## src/rtl/macro_cell_evaluator_pkg.sv

```systemverilog
// Shared encodings for the macro/micro board evaluators: cell and outcome codes,
// FSM states and the tic-tac-toe win-line table (cell indices 0..8, row-major).
package macro_cell_evaluator_pkg;

  localparam logic [1:0] CELL_EMPTY = 2'b00;
  localparam logic [1:0] CELL_P1    = 2'b01;
  localparam logic [1:0] CELL_P2    = 2'b10;

  localparam logic [1:0] RES_ANDAMENTO = 2'b00;
  localparam logic [1:0] RES_P1        = 2'b01;
  localparam logic [1:0] RES_P2        = 2'b10;
  localparam logic [1:0] RES_EMPATE    = 2'b11;

  typedef enum logic [2:0] {
    ST_IDLE  = 3'd0,
    ST_READ  = 3'd1,
    ST_DRAIN = 3'd2,
    ST_EVAL  = 3'd3,
    ST_WRITE = 3'd4
  } state_t;

  // Cell k of the board (1..9) lives at index k-1.
  typedef logic [8:0][1:0] cells_t;

  localparam int unsigned N_LINES = 8;

  localparam logic [3:0] WIN_LINES [N_LINES][3] = '{
    '{4'd0, 4'd1, 4'd2},
    '{4'd3, 4'd4, 4'd5},
    '{4'd6, 4'd7, 4'd8},
    '{4'd0, 4'd3, 4'd6},
    '{4'd1, 4'd4, 4'd7},
    '{4'd2, 4'd5, 4'd8},
    '{4'd0, 4'd4, 4'd8},
    '{4'd2, 4'd4, 4'd6}
  };

endpackage

```

## src/rtl/macro_cell_evaluator_tic_tac_toe_check.sv

```systemverilog
// Combinational 3x3 board judge: P1 line beats P2 line, then full board is a draw.
// Code 11 never matches a player, so it behaves as an empty cell.
module tic_tac_toe_check
  import macro_cell_evaluator_pkg::*;
(
  input  cells_t     cells,
  output logic [1:0] outcome
);

  logic w_p1_line;
  logic w_p2_line;
  logic w_full;

  always_comb begin
    w_p1_line = 1'b0;
    w_p2_line = 1'b0;
    w_full    = 1'b1;
    for (int l = 0; l < N_LINES; l++) begin
      if (cells[WIN_LINES[l][0]] == CELL_P1 && cells[WIN_LINES[l][1]] == CELL_P1 &&
          cells[WIN_LINES[l][2]] == CELL_P1)
        w_p1_line = 1'b1;
      if (cells[WIN_LINES[l][0]] == CELL_P2 && cells[WIN_LINES[l][1]] == CELL_P2 &&
          cells[WIN_LINES[l][2]] == CELL_P2)
        w_p2_line = 1'b1;
    end
    for (int c = 0; c < 9; c++) begin
      if (cells[c] != CELL_P1 && cells[c] != CELL_P2)
        w_full = 1'b0;
    end

    if (w_p1_line)      outcome = RES_P1;
    else if (w_p2_line) outcome = RES_P2;
    else if (w_full)    outcome = RES_EMPATE;
    else                outcome = RES_ANDAMENTO;
  end

endmodule

```

## src/rtl/macro_cell_evaluator.sv

```systemverilog
// Reads the 9 cells of one micro board, judges it and writes the outcome into the
// macro-board state RAM. Start-to-done latency is 12 cycles.
module macro_cell_evaluator
  import macro_cell_evaluator_pkg::*;
(
  input  logic       clk,
  input  logic       reset,
  input  logic       start,
  input  logic [3:0] macro_addr,
  output logic [7:0] rd_addr,
  input  logic [1:0] rd_data,
  output logic       board_we,
  output logic [3:0] board_addr,
  output logic [1:0] board_data,
  output logic       busy,
  output logic       done,
  output logic [1:0] result
);

  state_t     r_state;
  state_t     w_next;
  logic [3:0] r_macro;
  logic [3:0] r_idx;
  cells_t     r_cells;
  logic [7:0] r_rd_addr;
  logic       r_board_we;
  logic [3:0] r_board_addr;
  logic [1:0] r_board_data;
  logic       r_busy;
  logic       r_done;
  logic [1:0] r_result;

  logic       w_accept;
  logic       w_last_rd;
  logic [1:0] w_outcome;

  assign w_accept  = (r_state == ST_IDLE) && start &&
                     (macro_addr >= 4'd1) && (macro_addr <= 4'd9);
  assign w_last_rd = (r_idx == 4'd9);

  tic_tac_toe_check u_check (
    .cells   (r_cells),
    .outcome (w_outcome)
  );

  always_ff @(posedge clk) begin
    if (reset) r_state <= ST_IDLE;
    else       r_state <= w_next;
  end

  always_comb begin
    w_next = r_state;
    case (r_state)
      ST_IDLE:  if (w_accept) w_next = ST_READ;
      ST_READ:  if (w_last_rd) w_next = ST_DRAIN;
      ST_DRAIN: w_next = ST_EVAL;
      ST_EVAL:  w_next = ST_WRITE;
      ST_WRITE: w_next = ST_IDLE;
      default:  w_next = ST_IDLE;
    endcase
  end

  // RAM data lags the address by one cycle, so cell k-1 arrives while address k is out.
  always_ff @(posedge clk) begin
    if (reset) begin
      r_macro      <= 4'd0;
      r_idx        <= 4'd0;
      r_cells      <= '0;
      r_rd_addr    <= 8'd0;
      r_board_we   <= 1'b0;
      r_board_addr <= 4'd0;
      r_board_data <= 2'b00;
      r_busy       <= 1'b0;
      r_done       <= 1'b0;
      r_result     <= RES_ANDAMENTO;
    end else begin
      r_board_we <= 1'b0;
      r_done     <= 1'b0;
      case (r_state)
        ST_IDLE: begin
          if (w_accept) begin
            r_macro   <= macro_addr;
            r_idx     <= 4'd1;
            r_rd_addr <= {macro_addr, 4'd1};
            r_busy    <= 1'b1;
            r_result  <= RES_ANDAMENTO;
          end
        end
        ST_READ: begin
          if (r_idx != 4'd1)
            r_cells[r_idx - 4'd2] <= rd_data;
          if (w_last_rd) begin
            r_rd_addr <= 8'd0;
          end else begin
            r_idx     <= r_idx + 4'd1;
            r_rd_addr <= {r_macro, r_idx + 4'd1};
          end
        end
        ST_DRAIN: r_cells[8] <= rd_data;
        ST_EVAL: begin
          r_result <= w_outcome;
          r_busy   <= 1'b0;
          r_done   <= 1'b1;
          if (w_outcome != RES_ANDAMENTO) begin
            r_board_we   <= 1'b1;
            r_board_addr <= r_macro;
            r_board_data <= w_outcome;
          end
        end
        default: ;
      endcase
    end
  end

  assign rd_addr    = r_rd_addr;
  assign board_we   = r_board_we;
  assign board_addr = r_board_addr;
  assign board_data = r_board_data;
  assign busy       = r_busy;
  assign done       = r_done;
  assign result     = r_result;

endmodule

```

## config.mk

```make
export PLATFORM = sky130hd
export DESIGN_NAME = macro_cell_evaluator
export DESIGN_NICKNAME = d
export VERILOG_FILES = /design/src/rtl/macro_cell_evaluator_pkg.sv /design/src/rtl/macro_cell_evaluator_tic_tac_toe_check.sv /design/src/rtl/macro_cell_evaluator.sv
export SDC_FILE = /design/constraint.sdc
export NUM_CORES = 1
export LEC_CHECK = 0
export CAP_MARGIN = 20
export CORE_MARGIN = 2
export CORE_UTILIZATION = 55
export CTS_CLUSTER_DIAMETER = 40
export DETAILED_ROUTE_END_ITERATION = 8
export PLACE_DENSITY = 0.89
export SYNTH_ARGS = -nofsm -noshare
export SYNTH_HDL_FRONTEND = slang
export SYNTH_SLANG_ARGS = --single-unit
export TNS_END_PERCENT = 1
```

## constraint.sdc

```tcl
create_clock -name clk -period 2.9 [get_ports clk]
set_input_delay 0.29 -clock clk [delete_from_list [all_inputs] [get_ports clk]]
set_output_delay 0.29 -clock clk [all_outputs]
set_load 0.005 [all_outputs]
```

==> out/metrics.cfg, run 1 <==
[cells_and_area]
nFillCells=363
layout-drive-gt1-share_pct=8.36
n_antenna_cell=0
layout.nets=343
utilization_pct=64.2
area_growth_pct=13.4

[placed_design]
dp.final_hpwl_mm=3.98
globalplace.congestion=0.868
port_buffers=27

[global_routing]
grt.overflow.total=0
antenna_found_initial=0
gr-usage-all-layers_pct=21.1
grt_max_degree=53
grt_pass1_vias=1980
grt_pass1_wl_mm=8.86

[clock_network]
cts_tree=built
clkTransAtPathRegs_ps=90
cts-root-buf=clkbuf_8
post-cts-setup-buffers=0
clock_path_buffers=2
cts_resized=0
numCtsBuffers=5
cts_sinks=48
h-tree-depth=2
clock_latency_ps=300
hold_buffers=0

[detailed_routing]
dr.pass1.iters=4
wirelength_mm=5.47
avgRoutedWirePerCell_um=15.0
ant_nets=0
viasPerCell=5.83
initialDrtViolationCount=135
vias=2128
drcViolationCount=0

[timing]
fin_crit_sh_pct=76.7
fmax_mhz=450
finalSetupViolCount=0
worstMarginPinSlew_ps=590
period_minus_slack_ps=2220
relSlewSlack_pct=60.6
finalSetupTns_ps=0
slew_violations=0
hold_violations=0
skew_ps=6.30
rsz0062_at_grt=false

[logic_synthesis]
synth_top_family_by_area=simple AND/OR/NAND/NOR gates
synth_compound_area_share_pct=14.0
synth_mux_area_share_pct=9.42
synth_simple_gate_area_share_pct=21.3
synth_seq_area_share_pct=36.2
synth-async-reset-ratio_pct=0
synth_fa_ha_area_share_pct=11.3
synth_xor_area_share_pct=0.659
syn_avg_cell_area_um2=9.23
ys.flop_type=dfxtp_1
synth_cells=288
synth_largest_area_cell=dfxtp_1
synth_warnings=0
synth_area_um2=2660
synth_area_leaders=dfxtp_1 36%, ha_1 11%, mux2i_1 9.4%
syn_nets=321
synth_edf_count=0
yosysUniqueCellTypes=50
synth_top_area_share_pct=36.2
synth_seq_cells=48

[worst_setup_path]
worst-setup-path-type=reg -> reg
crit_path_max_incr_delay_ps=450
arrival_ps=2400
cp.buffers_inverters=1
crit_chain=inv_1, ha_1, or2_2, o21ai_1, nand4b_1, mux2i_1, nor2_1
start_kind=register
r2r_setup_slack_ps=680
required_ps=3080
crit_family=simple AND/OR/NAND/NOR gates
critical_path.slowest_cell=dfxtp_1
crit_path_end_kind=register
path_max_fanout=8

[floorplan]
die_w_um=73.5
fp-row-count=25
pin_count=28
initial_core_util_pct=56.6
dieArea_um2=5400
coreArea_um2=4690
die_h_um=73.5

[power]
vdd_drop_max_v=0.000166
p_per_area_nw_per_um2=406
p_leak_nw=1.26

[status]
status=finished clean

[worst_hold_path]
hold_path.class=reg -> reg

[job]
cap_viol_max_count=0

[routing by layer]
metal	global-route usage [%]	routed length [um]	vias to the layer above	part of all wire, %
li1	-	-	1040	-
met1	24.3	2440	1039	45
met2	36.3	2720	37	50
met3	5.49	174	12	3.2
met4	9.70	140	0	2.6
met5	0	0	-	0
[cells by family after synthesis]
logic type	after synthesis
xor gates and xnor gates	2
AOI/OAI and AO/OA	51
DFF	48
muxes	25
buffers and inverters	41
and+or+nand+nor	97
adders and majority gates	24
[final timing paths]
path | depth (start not counted) | start | endpoint
setup / recovery | 7 | r_idx[1]$_SDFFE_PP0P_ | r_cells[9]$_SDFFE_PP0P_
hold / removal | 2 | rd_addr[0]$_SDFFE_PP0P_ | rd_addr[0]$_SDFFE_PP0P_
setup reg to reg | 7 | r_idx[1]$_SDFFE_PP0P_ | r_cells[9]$_SDFFE_PP0P_
hold reg to reg | 2 | rd_addr[0]$_SDFFE_PP0P_ | rd_addr[0]$_SDFFE_PP0P_
[stage by stage]
step	hold WS, ps	power, W	area [um2]	worst slack (ps)	cells
global placement	439	0.000822	2920	740	357
global route	490	0.00127	3010	552	365
floorplan	437	0.000784	2660	993	288
CTS	459	0.00123	3010	726	365
detailed placement	447	0.000826	2920	739	357
finish	456	0.00123	3010	676	365
[layout by cell type, fill, tap and decap left out, drive strengths merged, types with 4 or more instances in the layout]
cell type and count:
ha 24, a21oi 13, a22o 8, nand4 5, clkbuf 6, inv 27
nand2b 13, mux2i 25, nor3 6, nand3 7, dfxtp 48, clkdlybuf4s50 27
nand2 13, nor2b 4, nand4b 4, nor2 31, a22oi 5, o21ai 10
[report_power, final]
| group | total, W | internal (W) | switching (W) | leakage (nW) |
|---|---|---|---|---|
| logic | 0.000124 | 0.0000608 | 0.0000629 | 0.821 |
| registers | 0.000688 | 0.000672 | 0.0000160 | 0.389 |
| clock network | 0.000413 | 0.000191 | 0.000222 | 0.0510 |
| total | 0.00123 | 0.000924 | 0.000301 | 1.26 |
[worst reg2reg max path, cell delays in order, from the launching register on]
cell and delay, ps:
dfxtp_1 450, inv_1 120, ha_1 240, or2_2 270, o21ai_1 430, nand4b_1 300, mux2i_1 220, nor2_1 60
[cells in the mapped netlist (2+ instances only)]
cell type / n
nor3_2: 2
nand2_1: 13
nand3b_1: 2
nor2_1: 31
a31oi_1: 3
nand4b_1: 4
a21oi_2: 2
or4_4: 2
a22oi_1: 5
ha_1: 24
dfxtp_1: 48
a22o_1: 8
nand3_1: 7
buf_6: 2
or2_2: 2
clkbuf_4: 2
nand4_1: 5
inv_1: 27
nor2b_1: 4
nand2b_1: 11
and3_1: 2
clkbuf_1: 8
nand2b_4: 2
mux2i_1: 25
nor3_1: 4
a21oi_1: 11
o21ai_0: 8
a21o_1: 2
[area by class of cell]
type | instances | area (um2) | area share (%)
inverter | 27 | 101 | 3.36
sequential | 48 | 961 | 31.9
tap | 54 | 67.6 | 2.24
clock inverter | 2 | 10.0 | 0.332
clock buffer | 6 | 82.6 | 2.74
multi-input combinational | 199 | 1510 | 50.0
timing repair buffer | 29 | 285 | 9.46
[flip-flops by register name, indices dropped and copies added (netlist names)]
register / flops
board_addr: 4
board_data: 2
board_we: 1
busy: 1
done: 1
r_cells: 18
r_idx: 4
r_macro: 4
r_state: 3
rd_addr: 8
result: 2
Note: power is estimated with default switching activity, not from simulation.
==> run 2, diff against run 1 <==
- clock period: 2.9 -> 2.12 ns (I/O delays scaled with it)
==> run 2 against run 1 <==
- design area increased by 3.4%
- sequential cell count unchanged
- critical path type unchanged
- maximum frequency increased by 6.6%
- critical endpoint is now board_data[1]$_SDFFE_PP0P_
- wire length increased by 8.0%
- largest power group unchanged
==> out/metrics.cfg, run 2 (synthesis results as in run 1) <==
[clock_network]
cts_sinks=48  ; unchanged
clock_path_buffers=2  ; unchanged
cts_tree=built
h-tree-depth=2  ; unchanged
cts-root-buf=clkbuf_8
clkTransAtPathRegs_ps=90  ; about the same
numCtsBuffers=5  ; unchanged
hold_buffers=0  ; unchanged
clock_latency_ps=310  ; about the same

[cells_and_area]
n_antenna_cell=0  ; unchanged
layout.nets=351  ; +2.3%
nFillCells=365  ; +0.55%
regArea_um2=965  ; +0.39%
regMostFlops=r_cells
largest_reg_flops=18  ; unchanged
layout_commonest_cell=dfxtp_1
utilization_pct=66.4  ; +2.2 points
area_growth_pct=17.2
post-route-cell-area_um2=3120  ; +3.4%
multi_input_area_um2=1510  ; +0.42%
final_cell_mix=45 x dfxtp_1, 31 x nor2_1, 27 x inv_1, 27 x clkdlybuf4s50_1, 25 x mux2i_1
layout-drive-gt1-share_pct=11.6  ; +3.2 points

[worst_setup_path]
critical_path.slowest_cell=or4_4
worst-setup-path-type=reg -> reg
crit_path_end_kind=register
crit_chain=inv_1, ha_1, or4_4, nor4_4, buf_4, nor3_1, nor3_1
required_ps=2360  ; -720 ps
cp_common_cell=nor3_1
start_kind=register
crit_path_max_incr_delay_ps=550  ; +100 ps
path_max_fanout=5  ; -3
arrival_ps=2330  ; -70 ps

[placed_design]
globalplace.congestion=0.892  ; +2.8%
dp.final_hpwl_mm=4.08  ; +2.5%
placed_cell_area_um2=2990  ; +2.2%
port_buffers=27  ; unchanged

[floorplan]
initial_core_util_pct=56.6  ; unchanged
pin_count=28  ; unchanged
dieArea_um2=5400  ; unchanged
fp-row-count=25  ; unchanged
die_h_um=73.5  ; unchanged
coreArea_um2=4690  ; unchanged
die_w_um=73.5  ; unchanged

[global_routing]
gr-usage-all-layers_pct=22.6  ; +1.5 points
grt.overflow.total=0  ; unchanged
antenna_found_initial=0  ; unchanged
grt_pass1_wl_mm=9.47  ; +6.9%
grt_max_degree=53  ; unchanged
grt_pass1_vias=2052  ; +3.6%

[detailed_routing]
avgRoutedWirePerCell_um=15.9  ; +5.7%
drcViolationCount=0  ; unchanged
initialDrtViolationCount=188  ; +39%
wirelength_mm=5.91  ; +8.0%
ant_nets=0  ; unchanged
viasPerCell=5.83  ; about the same
vias=2176  ; +2.3%
dr.pass1.iters=4  ; unchanged

[timing]
slew_violations=0  ; unchanged
finalSetupViolCount=0  ; unchanged
worstMarginPinSlew_ps=576  ; -13.8 ps
relSlewSlack_pct=61.5  ; +0.92 points
hold_violations=0  ; unchanged
fmax_mhz=479  ; +6.6%
fin_crit_sh_pct=98.4  ; +22 points
skew_ps=5.08  ; -1.22 ps
holdWs_ps=458  ; +2.12 ps
period_minus_slack_ps=2090  ; -139 ps

[power]
totalPowerFinal_w=0.00180  ; +47%
p_per_area_nw_per_um2=579  ; +42%
power_switching_w=0.000440  ; +46%
vdd_drop_max_v=0.000251  ; +51%
seqPwrFrac_pct=52.0  ; -4.2 points
swShare_pct=24.4  ; -0.23 points
p_int_w=0.00136  ; +48%
clock_power_share_pct=37.4  ; +3.7 points
p_leak_nw=1.32  ; +4.3%
comb_power_share_pct=10.6  ; +0.5 points

[job]
cap_viol_max_count=0  ; unchanged

[status]
status=finished clean

[worst_hold_path]
hold_path.class=reg -> reg

[run 2: worst paths after layout]
kind                            depth (start not counted)                    endpoint  slack [ps]               startpoint
worst max-delay path                                    7  board_data[1]$_SDFFE_PP0P_          30  r_cells[2]$_SDFFE_PP0P_
worst min-delay path                                    2     rd_addr[0]$_SDFFE_PP0P_         460  rd_addr[0]$_SDFFE_PP0P_
worst max register to register                          7  board_data[1]$_SDFFE_PP0P_          30  r_cells[2]$_SDFFE_PP0P_
worst min register to register                          2     rd_addr[0]$_SDFFE_PP0P_         460  rd_addr[0]$_SDFFE_PP0P_
[run 2: metal layers]
layer	global-route usage [%]	vias up	part of all wire [%]
li1	-	1050	-
met1	26.9	1051	42
met2	39.0	61	51
met3	5.21	14	4.0
met4	9.29	0	2.7
met5	0	-	0
[run 2: through the flow]
step	setup TNS (ps)	instances	setup slack (ps)
finish	0	373	34.4
global route	-16.4	373	-8.99
CTS	0	372	45.7
detailed placement	0	364	71.0
global placement	0	364	147
floorplan	0	288	213
[run 2: area by class of cell]
| type | count | share of cell area, % |
|---|---|---|
| inverter | 27 | 3.25 |
| sequential | 48 | 31.0 |
| clock buffer | 5 | 2.21 |
| multi-input combinational | 199 | 48.6 |
| tap | 54 | 2.17 |
| clock inverter | 3 | 1.37 |
| timing repair buffer | 37 | 11.5 |
[run 2: power groups by stage]
stage          sequential, W  combinational, W  clock [W]
2_1_floorplan       0.000955          0.000117          0
3_3_place_gp        0.000957          0.000183          0
3_5_place_dp        0.000958          0.000188          0
4_1_cts             0.000937          0.000191   0.000675
5_1_grt             0.000940          0.000209   0.000711
6_report            0.000938          0.000192   0.000674
[run 2: critical path, delay by kind of cell (launching register included)]
kind	cells	cell delay, ps
and+or+nand+nor	4	1150
DFF	1	350
adders and majority gates	1	280
buffers and inverters	2	230
[run 2: what timing repair did]
item | CTS | global route
resized for setup | 0 | 5
setup endpoints to repair | 0 | 5
buffers inserted | 0 | 1
endpoints found under the hold margin | 0 | 0
